File: src/rtl/mult_scalable_pkg.sv
// Shared definitions for the precision-scalable multiplier: packing modes,
// lane geometry helpers and the per-operation control payload.
package mult_scalable_pkg;

  typedef enum logic [1:0] {
    MODE_FULL    = 2'd0,
    MODE_HALF    = 2'd1,
    MODE_QUARTER = 2'd2,
    MODE_RSVD    = 2'd3
  } mode_e;

  // Control fields that travel alongside the operand data; the data field
  // width depends on WIDTH, so the full payload struct is built in the pipe.
  typedef struct packed {
    logic       a_sign;
    logic       b_sign;
    logic [1:0] mode;
    logic       acc_en;
  } stage_ctl_t;

  // Number of independent lanes for a packing mode (reserved code = full).
  function automatic int unsigned lanes(input logic [1:0] mode);
    case (mode)
      MODE_HALF:    lanes = 2;
      MODE_QUARTER: lanes = 4;
      default:      lanes = 1;
    endcase
  endfunction

  // 1 when product bit bit_idx is the MSB of its lane (lane boundary),
  // for a multiplier with width-bit operands packed in the given mode.
  function automatic logic lane_mask(input int unsigned width,
                                     input logic [1:0]  mode,
                                     input int unsigned bit_idx);
    int unsigned pl;
    pl        = (2 * width) / lanes(mode);
    lane_mask = ((bit_idx % pl) == (pl - 1));
  endfunction

endpackage

File: src/rtl/mult_scalable_core.sv
// Combinational lane-split multiplier core: every lane's operands are
// extracted, sign-extended per their sign flags and multiplied, and the
// partial results are masked to the lane so no carry crosses a boundary.
module mult_scalable_core
  import mult_scalable_pkg::*;
#(
  parameter int unsigned WIDTH = 8
) (
  input  logic [WIDTH-1:0]   i_a,
  input  logic [WIDTH-1:0]   i_b,
  input  logic               i_a_sign,
  input  logic               i_b_sign,
  input  logic [1:0]         i_mode,
  output logic [2*WIDTH-1:0] o_prod
);

  localparam int unsigned PW = 2 * WIDTH;

  logic [PW-1:0]     w_op_mask;
  logic [PW-1:0]     w_pr_mask;
  logic [PW-1:0]     w_a_ext;
  logic [PW-1:0]     w_b_ext;
  logic [PW-1:0]     w_lane_prod;
  int unsigned       w_n;
  int unsigned       w_l;

  // Per-lane product, masked to 2L bits and placed at the lane's output slot.
  // Sign extension to PW bits keeps each lane exact modulo 2^(2L).
  always_comb begin
    o_prod      = '0;
    w_a_ext     = '0;
    w_b_ext     = '0;
    w_lane_prod = '0;
    w_n         = lanes(i_mode);
    w_l         = WIDTH / w_n;
    w_op_mask   = (PW'(1) << w_l) - PW'(1);
    w_pr_mask   = (PW'(1) << (2 * w_l)) - PW'(1);
    for (int unsigned k = 0; k < 4; k++) begin
      if (k < w_n) begin
        w_a_ext = ({{WIDTH{1'b0}}, i_a} >> (k * w_l)) & w_op_mask;
        w_b_ext = ({{WIDTH{1'b0}}, i_b} >> (k * w_l)) & w_op_mask;
        if (i_a_sign && (|(w_a_ext & (PW'(1) << (w_l - 1)))))
          w_a_ext = w_a_ext | ~w_op_mask;
        if (i_b_sign && (|(w_b_ext & (PW'(1) << (w_l - 1)))))
          w_b_ext = w_b_ext | ~w_op_mask;
        w_lane_prod = w_a_ext * w_b_ext;
        o_prod      = o_prod | ((w_lane_prod & w_pr_mask) << (2 * k * w_l));
      end
    end
  end

endmodule

File: src/rtl/mult_scalable_pipe.sv
// Pipelined precision-scalable multiplier (full / 2-lane / 4-lane) with
// valid/ready handshakes. Optional lane-wise accumulation at the output
// register is enabled by defining MULT_ACC_EN.
module mult_scalable_pipe
  import mult_scalable_pkg::*;
#(
  parameter int unsigned WIDTH  = 8,
  parameter int unsigned STAGES = 2
) (
  input  logic               clk,
  input  logic               reset,
  input  logic               in_valid,
  output logic               in_ready,
  input  logic [WIDTH-1:0]   A,
  input  logic [WIDTH-1:0]   B,
  input  logic               A_sign,
  input  logic               B_sign,
  input  logic [1:0]         mode,
  input  logic               acc_en,
  output logic               out_valid,
  input  logic               out_ready,
  output logic [2*WIDTH-1:0] C,
  output logic [1:0]         out_mode
);

  typedef struct packed {
    logic [2*WIDTH-1:0] data;
    stage_ctl_t         ctl;
  } payload_t;

  payload_t           w_in;
  payload_t           w_last;
  logic               w_last_vld;
  logic               w_en;
  logic [2*WIDTH-1:0] w_prod;
  logic [2*WIDTH-1:0] w_c_next;
  logic               r_out_vld;
  logic [2*WIDTH-1:0] r_c;
  logic [1:0]         r_out_mode;

  assign w_en      = ~r_out_vld | out_ready;
  assign in_ready  = w_en;
  assign out_valid = r_out_vld;
  assign C         = r_c;
  assign out_mode  = r_out_mode;

  // Capture the operation; the reserved mode code is folded to full here.
  always_comb begin
    w_in.data       = {B, A};
    w_in.ctl.a_sign = A_sign;
    w_in.ctl.b_sign = B_sign;
    w_in.ctl.mode   = (mode == MODE_RSVD) ? 2'(MODE_FULL) : mode;
    w_in.ctl.acc_en = acc_en;
  end

  generate
    if (STAGES == 1) begin : g_direct
      assign w_last     = w_in;
      assign w_last_vld = in_valid;
    end else begin : g_regs
      localparam int unsigned NREG = STAGES - 1;
      payload_t          r_stage [NREG];
      logic [NREG-1:0]   r_vld;

      // Operand pipeline: every stage advances together on the global enable.
      always_ff @(posedge clk) begin
        if (reset) begin
          r_vld <= '0;
        end else if (w_en) begin
          r_vld[0]   <= in_valid;
          r_stage[0] <= w_in;
          for (int unsigned s = 1; s < NREG; s++) begin
            r_vld[s]   <= r_vld[s-1];
            r_stage[s] <= r_stage[s-1];
          end
        end
      end

      assign w_last     = r_stage[NREG-1];
      assign w_last_vld = r_vld[NREG-1];
    end
  endgenerate

  mult_scalable_core #(
    .WIDTH (WIDTH)
  ) u_core (
    .i_a      (w_last.data[WIDTH-1:0]),
    .i_b      (w_last.data[2*WIDTH-1:WIDTH]),
    .i_a_sign (w_last.ctl.a_sign),
    .i_b_sign (w_last.ctl.b_sign),
    .i_mode   (w_last.ctl.mode),
    .o_prod   (w_prod)
  );

`ifdef MULT_ACC_EN
  logic [2*WIDTH-1:0] w_msb;
  logic [2*WIDTH-1:0] w_sum;

  // Lane-wise wrap-around add: carries are computed with lane MSBs cleared,
  // then the MSBs are restored by XOR so nothing leaks into the next lane.
  always_comb begin
    for (int unsigned b = 0; b < 2 * WIDTH; b++)
      w_msb[b] = lane_mask(WIDTH, w_last.ctl.mode, b);
    w_sum    = ((r_c & ~w_msb) + (w_prod & ~w_msb)) ^ ((r_c ^ w_prod) & w_msb);
    w_c_next = (w_last.ctl.acc_en && (w_last.ctl.mode == r_out_mode)) ? w_sum : w_prod;
  end
`else
  logic w_unused_acc;
  assign w_unused_acc = w_last.ctl.acc_en;
  assign w_c_next     = w_prod;
`endif

  // Output register: loads only on a valid operation so that C and the
  // previously loaded mode are the accumulator state; holds under stall.
  always_ff @(posedge clk) begin
    if (reset) begin
      r_out_vld  <= 1'b0;
      r_c        <= '0;
      r_out_mode <= '0;
    end else if (w_en) begin
      r_out_vld <= w_last_vld;
      if (w_last_vld) begin
        r_c        <= w_c_next;
        r_out_mode <= w_last.ctl.mode;
      end
    end
  end

endmodule

File: config.mk
export PLATFORM = sky130hd
export DESIGN_NAME = mult_scalable_pipe
export DESIGN_NICKNAME = d
export VERILOG_FILES = /design/src/rtl/mult_scalable_pkg.sv /design/src/rtl/mult_scalable_core.sv /design/src/rtl/mult_scalable_pipe.sv
export SDC_FILE = /design/constraint.sdc
export NUM_CORES = 1
export LEC_CHECK = 0
export CAP_MARGIN = 0
export CORE_MARGIN = 2
export CORE_UTILIZATION = 55
export CTS_CLUSTER_DIAMETER = 50
export DETAILED_ROUTE_END_ITERATION = 10
export MAX_ROUTING_LAYER = met4
export PLACE_DENSITY = 0.78
export SYNTH_ARGS = -nofsm -noshare
export SYNTH_HDL_FRONTEND = slang
export SYNTH_SLANG_ARGS = --single-unit
File: constraint.sdc
create_clock -name clk -period 19.4 [get_ports clk]
set_input_delay 3.88 -clock clk [delete_from_list [all_inputs] [get_ports clk]]
set_output_delay 3.88 -clock clk [all_outputs]
set_load 0.005 [all_outputs]
==> run_results.csv, run 1 <==
group,metric,value,unit
clocking,cts_tree,"yes",
placement,place_hpwl,17800,µm
floorplanning,core.rowCount,46,
final_layout,layoutNonFillerInstCount,1340,
job,max_cap_viol_count,0,
detailed_routing,route.detailed.drc,0,
logic_synthesis,postSynthCellCount,1137,
setup_path,cp_data_arrival_time,5.12,ns
setup_path,critPathMaxFanout,4,
setup_path,path_class,"input pin to output pin",
logic_synthesis,syn_nets,1386,
logic_synthesis,synth_compound_area_share,11.5,%
final_layout,syn2layout_area_growth,7.31,%
timing,slew_viol_final,0,
timing,period_needed,9.00,ns
timing,final.setup_skew,0.00919,ns
final_layout,drive_above_1_share,4.00,%
floorplanning,io_pins,45,
logic_synthesis,synth_xor_area_share,3.54,%
detailed_routing,drtAntennaViolNets,0,
clocking,hold_buffers,0,
clocking,htree_levels,2,
timing,whs,0.456,ns
clocking,post_cts_buffers,0,
detailed_routing,wl_per_cell,16.6,µm
logic_synthesis,synth_simple_gate_area_share,18.4,%
placement,gp_congestion,0.961,
logic_synthesis,synthMuxAreaShare,3.39,%
detailed_routing,drt-pass1-iter-count,5,
worst_hold_path,hold_path_class,"flop to flop",
global_routing,grt-ovfl-total,0,
final_layout,layout_common_cells,"202 x inv_1, 138 x nor2_1, 119 x nand2_1, 113 x fa_1, 111 x ha_1",
placement,numPortBuffers,43,
final_layout,nets,1372,
floorplanning,core,16000,µm²
pwr,p_per_area,81.2,nW/µm²
logic_synthesis,synth_cell_types,60,
clocking,cts_root_buf,"clkbuf_16",
clocking,clk_latency,0.29,ns
timing,worstMarginPinSlew,1.01,ns
clocking,cts_resized,0,
global_routing,grt_max_degree,50,
clocking,clk_path_buf_depth,2,
global_routing,grt_first_pass_wirelength,38400,µm
clocking,path_clk_slew,0.07,ns
clocking,cts.sinks,40,
global_routing,grt_pass1_vias,7841,
floorplanning,die_h,132,µm
final_layout,final_common_cell,"inv_1",
placement,dp_cells,1332,
floorplanning,start_util,56.5,%
global_routing,grt_use_total,27.6,%
timing,rsz0062_at_grt,"false",
timing,setup_slack,10.40,ns
global_routing,antenna_found_initial,0,
timing,finalCritPeriodShare,46.4,%
floorplanning,die_area,17500,µm²
final_layout,insertedDiodeCount,0,
detailed_routing,wl,22300,µm
detailed_routing,viasPerCell,5.77,
timing,max_freq,111,MHz
logic_synthesis,synthFlopType,"edfxtp_1",
logic_synthesis,synth-adder-area-share,40.4,%
setup_path,r2r_setup_slack,10.88,ns
timing,hold_viol_final,0,
timing,fin_tns_setup,0,ns
logic_synthesis,synth-edff-count,20,
detailed_routing,drt_iter0_markers,905,
logic_synthesis,syn-cell-area,9040,µm²
logic_synthesis,yosysWarnings,0,
setup_path,cp-end-kind,"output pin",
detailed_routing,vias,7728,
pwr,leakage,4.87,nW
logic_synthesis,avgSynthCellArea,7.95,µm²
run_status,status,"completed",
timing,slew_headroom,32.3,%
placement,dp_slack,10.41,ns
setup_path,required,15.52,ns
logic_synthesis,synth_top_family_by_area,"adder cells",
logic_synthesis,async_reset_ff_share,0,%
pwr,ir_worst_vdd,0.000112,V
logic_synthesis,ys_ff_latch,40,
floorplanning,die_x,132,µm
setup_path,start_kind,"input pin",
timing,setup_violations,0,
logic_synthesis,yosysSeqAreaShare,11.1,%
clocking,cts_buffers,5,
per-stage QoR:
stage | utilization [%] | power, mW | cell area (µm²)
2_1_floorplan | - | 0.515 | 9040
3_3_place_gp | 59.6 | 0.682 | 9530
3_5_place_dp | 59.6 | 0.694 | 9530
4_1_cts | 60.6 | 0.789 | 9700
5_1_grt | 60.6 | 0.869 | 9700
6_report | 60.6 | 0.787 | 9700
cell usage after synthesis (12+ instances only):
cell type	count	area share, %
inv_1	202	8.4
xnor2_1	24	2.3
nand3_1	15	0.83
nor2b_1	20	1.4
o21ai_0	26	1.4
mux2i_1	16	1.8
nand2_1	119	4.9
and2_1	13	0.90
nor3_1	22	1.2
or2_2	12	0.83
a21oi_1	47	2.6
dfxtp_1	20	4.4
ha_1	111	15
clkbuf_1	58	2.4
fa_1	113	25
nand2b_1	13	0.90
nor2_1	139	5.8
edfxtp_1	20	6.6
cell type report:
cell class                 instances  area, µm²
inverter                         204        766
tap                              216        270
clock buffer                       6        150
fill                            1448       6300
clock inverter                     2       17.5
multi-input combinational        818       6980
timing repair buffer              54        513
sequential                        40       1000
power breakdown:
group	internal, mW	switching (mW)
Clock	0.0559	0.0342
Sequential	0.0966	0.00893
Combinational	0.240	0.352
flip-flops by register name, summed over array words and instances, names as in the netlist:
register,flops
C,16
g_regs.r_vld,1
out_valid,1
out_mode,2
g_regs.r_stage,20
logic make-up (layout without fill, tap and decap cells):
group	Yosys count	count (layout)
simple gates	375	375
buf+inv	279	266
fa+ha+maj	224	224
compound gates	159	159
flops	40	40
xor+xnor	35	35
mux	25	25
metal layers:
metal  track usage (%)  share of wire [%]
met4              8.12                2.7
met1              36.3                 42
met5                 -                  0
met2              43.3                 46
met3              5.81                9.6
critical path, cell delays in order:
cell	delay (ns)
clkdlybuf4s50_1	0.41
nor2b_1	0.25
inv_1	0.12
clkdlybuf4s50_1	0.46
path summary, 6_finish.rpt:
path | startpoint | end | depth (start not counted)
setup / recovery | out_ready | in_ready | 4
setup reg to reg | g_regs.r_stage[0][1]$_SDFFCE_PN0P_ | C[15]$_SDFFE_PP0P_ | 31
hold / removal | out_mode[1]$_SDFFE_PP0P_ | out_mode[1]$_SDFFE_PP0P_ | 2
hold reg to reg | out_mode[1]$_SDFFE_PP0P_ | out_mode[1]$_SDFFE_PP0P_ | 2
Power figures use the tool's default switching activity.
==> run 2, diff against run 1 <==
- PLACE_DENSITY: 0.78 -> 0.81
- clock period: 19.4 -> 7.8 ns (I/O delays scaled with it)
==> run 2 against run 1 <==
Cell count rose by 3.4%; register-to-register slack worse by 11 ns; wire length grew 7.7%; worst setup slack worse by 10 ns; sequential share of layout area shrank 0.43 points; critical path depth up 24; sequential cell count unchanged; combinational power increased to 2.6 times the previous value; critical endpoint is now C[15]$_SDFFE_PP0P_; largest cell class unchanged.
==> run_results.csv, run 2 (synthesis gave the netlist of run 1 again) <==
group,metric,value,unit
setup_path,critPathBufInv,6,
final_layout,largest_reg_flops,20,
timing,setup_slack,0.276,ns
clocking,htree_levels,2,
final_layout,syn2layout_area_growth,12.0,%
setup_path,critical_path.startpoint,"g_regs.r_stage[0][2]$_SDFFCE_PN0P_",
timing,fin_tns_setup,0,ns
global_routing,grt_first_pass_wirelength,39400,µm
global_routing,grt_pass1_vias,7952,
timing,setup_violations,0,
job,max_cap_viol_count,0,
floorplanning,start_util,56.5,%
timing,worstMarginPinSlew,1.05,ns
final_layout,insertedDiodeCount,0,
final_layout,layout_common_cells,"202 x inv_1, 135 x nor2_1, 119 x nand2_1, 113 x fa_1, 108 x ha_1",
timing,hold_viol_final,0,
timing,finalCritPeriodShare,96.5,%
setup_path,cp-end-kind,"flop",
clocking,cts.sinks,40,
final_layout,final_common_cell,"inv_1",
placement,dp_slack,0.173,ns
setup_path,start_kind,"flop",
pwr,leakage,5.10,nW
timing,slew_headroom,30.1,%
detailed_routing,route.detailed.drc,0,
placement,gp_congestion,0.980,
detailed_routing,drtAntennaViolNets,0,
worst_hold_path,hp-start,"out_mode[1]$_SDFFE_PP0P_",
timing,max_freq,133,MHz
floorplanning,core.rowCount,46,
placement,numPortBuffers,43,
global_routing,grt_max_degree,39,
timing,period_needed,7.52,ns
floorplanning,io_pins,45,
timing,final.setup_skew,0.00594,ns
placement,place_hpwl,19600,µm
setup_path,critPathMaxFanout,10,
setup_path,r2r-start,"g_regs.r_stage[0][2]$_SDFFCE_PN0P_",
detailed_routing,vias,7893,
setup_path,critPathMaxStageDelay,0.57,ns
setup_path,cp_data_arrival_time,7.69,ns
clocking,hold_buffers,0,
setup_path,path_class,"flop to flop",
floorplanning,core,16000,µm²
floorplanning,die_x,132,µm
floorplanning,die_h,132,µm
detailed_routing,wl,24000,µm
final_layout,nets,1417,
floorplanning,die_area,17500,µm²
pwr,ir_worst_vdd,0.000245,V
clocking,cts_tree,"yes",
global_routing,antenna_found_initial,0,
run_status,status,"completed",
final_layout,drive_above_1_share,8.55,%
setup_path,crit_family,"adder cells",
clocking,cts_buffers,5,
final_layout,top_register,"g_regs.r_stage",
global_routing,grt-ovfl-total,0,
pwr,p_per_area,202,nW/µm²
clocking,cts_root_buf,"clkbuf_16",
detailed_routing,drt_iter0_markers,883,
detailed_routing,viasPerCell,5.70,
worst_hold_path,hold_path_class,"flop to flop",
detailed_routing,wl_per_cell,17.3,µm
clocking,clk_path_buf_depth,2,
clocking,path_clk_slew,0.06,ns
timing,slew_viol_final,0,
setup_path,crit_slowest_cell,"fa_1",
detailed_routing,drt-pass1-iter-count,6,
clocking,clk_latency,0.28,ns
setup_path,required,7.96,ns
global_routing,grt_use_total,28.7,%
-- run 2: cell types whose count changed in the layout (fill, tap and decap cells not counted), moves of 2 or more --
cell	delta
buf_12	+3
buf_4	+42
clkinv_4	-2
ha_1	-3
ha_2	+3
nor2_1	-3
nor2_2	+3
-- run 2: layout make-up --
cell class | instances | area, µm²
tap | 216 | 270
clock inverter | 2 | 15.0
sequential | 40 | 1000
timing repair buffer | 99 | 888
inverter | 204 | 766
fill | 1386 | 5880
clock buffer | 6 | 150
multi-input combinational | 818 | 7030
-- run 2: worst register-to-register path: cells and delay by family, from the launching register on --
kind                       cells  cell delay [ns]
AOI/OAI and AO/OA              4             0.92
xor gates and xnor gates       9             1.71
adders and majority gates      7             3.39
buffers and inverters          6             0.50
DFF                            1             0.48
and+or+nand+nor                2             0.39
-- run 2: report_power, final --
group	leakage [nW]	internal (mW)	switching [mW]
combinational	4.66	0.631	0.929
clock	0.0829	0.139	0.0877
sequential	0.360	0.240	0.0192
-- run 2: worst paths after layout --
check	slack, ns	depth (start not counted)	end
worst max-delay path	0.28	28	C[15]$_SDFFE_PP0P_
worst min-delay path	0.46	2	out_mode[1]$_SDFFE_PP0P_
worst max register to register	0.28	28	C[15]$_SDFFE_PP0P_
worst min register to register	0.46	2	out_mode[1]$_SDFFE_PP0P_
-- run 2: metal layers --
metal	share of wire (%)	GRT usage (%)	up-vias
met1	41	37.3	3784
met4	3.6	9.14	0
met5	0	-	-
met2	47	46.1	372
li1	-	-	3669
met3	8.3	4.65	68
-- run 2: what timing repair did --
item,CTS,global route
setup buffers,0,1
setup endpoints to repair,0,2
resized for setup,0,11
-- run 2: through the flow --
| step | cells | total power, mW | util (%) | hold slack [ns] | cell area [µm²] |
|---|---|---|---|---|---|
| 2_1_floorplan | 1137 | 1.28 | - | 0.448 | 9040 |
| 3_3_place_gp | 1376 | 1.75 | 61.9 | 0.450 | 9900 |
| 3_5_place_dp | 1376 | 1.79 | 61.9 | 0.448 | 9900 |
| 4_1_cts | 1384 | 2.03 | 62.9 | 0.463 | 10100 |
| 5_1_grt | 1385 | 2.23 | 63.2 | 0.487 | 10100 |
| 6_report | 1385 | 2.05 | 63.2 | 0.458 | 10100 |
==> run 3, diff against run 2 <==
- CORE_ASPECT_RATIO: not set -> 2
- PLACE_DENSITY: 0.81 -> 0.77
==> run 3 against run 2 <==
Clock skew fell by 0.0011 ns; sequential share of layout area shrank 0.058 points; cell count increased by 0.14%; global-route usage increased by 4.6 points; worst setup slack improved by 0.025 ns; critical path depth rose by 3; wire length is 13% higher; hold slack hardly changed; sequential power is essentially flat; critical endpoint unchanged; largest cell class unchanged; highest routed layer unchanged.
==> run_results.csv, run 3 (synthesis gave the netlist of run 1 again) <==
group,metric,value,unit
clocking,cts_tree,"yes",
global_routing,grt_use_total,33.3,%
floorplanning,die_x,94.6,µm
run_status,status,"completed",
job,max_cap_viol_count,0,
clocking,cts_buffers,5,
pwr,power_frac_seq,13.0,%
global_routing,grt-ovfl-total,0,
setup_path,cp_data_arrival_time,7.64,ns
setup_path,critPathMaxFanout,8,
global_routing,grt_pass1_vias,8669,
pwr,p_int,1.03,mW
timing,slew_viol_final,0,
timing,slew_headroom,21.1,%
timing,setup_violations,0,
detailed_routing,drtAntennaViolNets,0,
setup_path,required,7.94,ns
timing,period_needed,7.50,ns
setup_path,start_kind,"flop",
detailed_routing,vias,8048,
floorplanning,core.rowCount,66,
final_layout,largest_reg_flops,20,
timing,final.setup_skew,0.00485,ns
setup_path,crit_slowest_cell,"fa_1",
worst_hold_path,hold_path_class,"flop to flop",
detailed_routing,wl_per_cell,19.5,µm
clocking,clk_latency,0.29,ns
placement,gp_congestion,0.970,
setup_path,critPathBufInv,9,
final_layout,nets,1431,
final_layout,drive_above_1_share,9.64,%
timing,max_freq,133,MHz
pwr,combPwrFrac,75.0,%
floorplanning,core,16200,µm²
detailed_routing,drt_iter0_markers,445,
setup_path,crit_family,"adder cells",
clocking,htree_levels,2,
placement,place_hpwl,22700,µm
clocking,cts_root_buf,"clkbuf_16",
clocking,path_clk_slew,0.06,ns
final_layout,stdcell_area,10200,µm²
placement,place_area,9930,µm²
detailed_routing,route.detailed.drc,0,
clocking,cts.sinks,40,
timing,hold_viol_final,0,
pwr,ir_worst_vdd,0.000287,V
detailed_routing,viasPerCell,5.80,
pwr,leakage,5.16,nW
global_routing,grt_first_pass_wirelength,42700,µm
final_layout,syn2layout_area_growth,12.6,%
setup_path,critPathMaxStageDelay,0.55,ns
clocking,clk_path_buf_depth,2,
floorplanning,die_h,185,µm
pwr,power.total,2.00,mW
setup_path,cp-end-kind,"flop",
pwr,clkPwrFrac,12.0,%
pwr,p_per_area,197,nW/µm²
timing,worstMarginPinSlew,1.18,ns
pwr,switching_share,48.7,%
placement,numPortBuffers,43,
pwr,p_sw,0.975,mW
floorplanning,io_pins,45,
global_routing,grt_max_degree,31,
final_layout,final_common_cell,"inv_1",
timing,finalCritPeriodShare,96.1,%
setup_path,crit_path_frequent_cell,"inv_1",
timing,fin_tns_setup,0,ns
final_layout,layout_common_cells,"201 x inv_1, 134 x nor2_1, 119 x nand2_1, 112 x fa_1, 109 x ha_1",
timing,whs,0.458,ns
clocking,hold_buffers,0,
final_layout,insertedDiodeCount,0,
floorplanning,start_util,55.8,%
final_layout,top_register,"g_regs.r_stage",
setup_path,path_class,"flop to flop",
detailed_routing,wl,27000,µm
timing,rsz0062_at_grt,"false",
global_routing,antenna_found_initial,0,
floorplanning,die_area,17500,µm²
detailed_routing,drt-pass1-iter-count,6,
-- run 3: cell count changes in the layout (fill, tap and decap cells not counted), sizes merged --
cell / delta
bufinv: +1
buf: +14
clkinv: +1
inv: -2
-- run 3: area by class of cell --
| cell class | instances | area (µm²) |
|---|---|---|
| multi-input cells | 818 | 7030 |
| fillers | 1451 | 6010 |
| flip-flops and latches | 40 | 1000 |
| repair buffers | 113 | 963 |
| inverters | 204 | 766 |
| well taps | 204 | 255 |
| clock buffers | 6 | 130 |
| clock inverters | 2 | 35.0 |
-- run 3: worst register-to-register path, delay by kind of cell, from the launching register on --
| family | cells | cell delay (ns) |
|---|---|---|
| AO/OA/AOI/OAI | 8 | 1.98 |
| XOR/XNOR | 1 | 0.14 |
| adder cells (fa/ha/maj) | 8 | 3.09 |
| buffers and inverters | 9 | 0.94 |
| flip-flops | 1 | 0.42 |
| multiplexers | 1 | 0.14 |
| AND/OR/NAND/NOR | 4 | 0.64 |
-- run 3: routing by layer --
metal / GRT usage [%] / wire length, µm
met1: 30.0 / 8640
met2: 61.8 / 15000
met3: 2.12 / 955
met4: 26.7 / 2480
met5: - / 0
-- run 3: path summary, 6_finish.rpt --
check	startpoint	slack, ns	to	cells after the start
max reg2reg	g_regs.r_stage[0][2]$_SDFFCE_PN0P_	0.30	C[15]$_SDFFE_PP0P_	31
min reg2reg	C[0]$_SDFFE_PP0P_	0.46	C[0]$_SDFFE_PP0P_	2
min	C[0]$_SDFFE_PP0P_	0.46	C[0]$_SDFFE_PP0P_	2
max	g_regs.r_stage[0][2]$_SDFFCE_PN0P_	0.30	C[15]$_SDFFE_PP0P_	31
-- run 3: repair_timing --
action,CTS,global route
setup buffers,0,4
gates resized for setup,0,16
endpoints found under the setup margin,0,3
-- run 3: metrics by stage --
step | setup WS (ns) | util, % | std cells
floorplan | 0.599 | - | 1137
global placement | 0.185 | 61.3 | 1375
detailed placement | 0.125 | 61.3 | 1375
CTS | 0.0944 | 62.4 | 1383
global route | 0.00152 | 62.9 | 1387
finish | 0.301 | 62.9 | 1387
-- run 3: power groups by stage --
stage | clock network [mW] | registers [mW] | logic [mW]
after floorplan | 0 | 0.255 | 1.03
after global placement | 0 | 0.264 | 1.42
after detailed placement | 0 | 0.264 | 1.47
after CTS | 0.240 | 0.260 | 1.48
after global routing | 0.246 | 0.261 | 1.66
final | 0.240 | 0.261 | 1.50
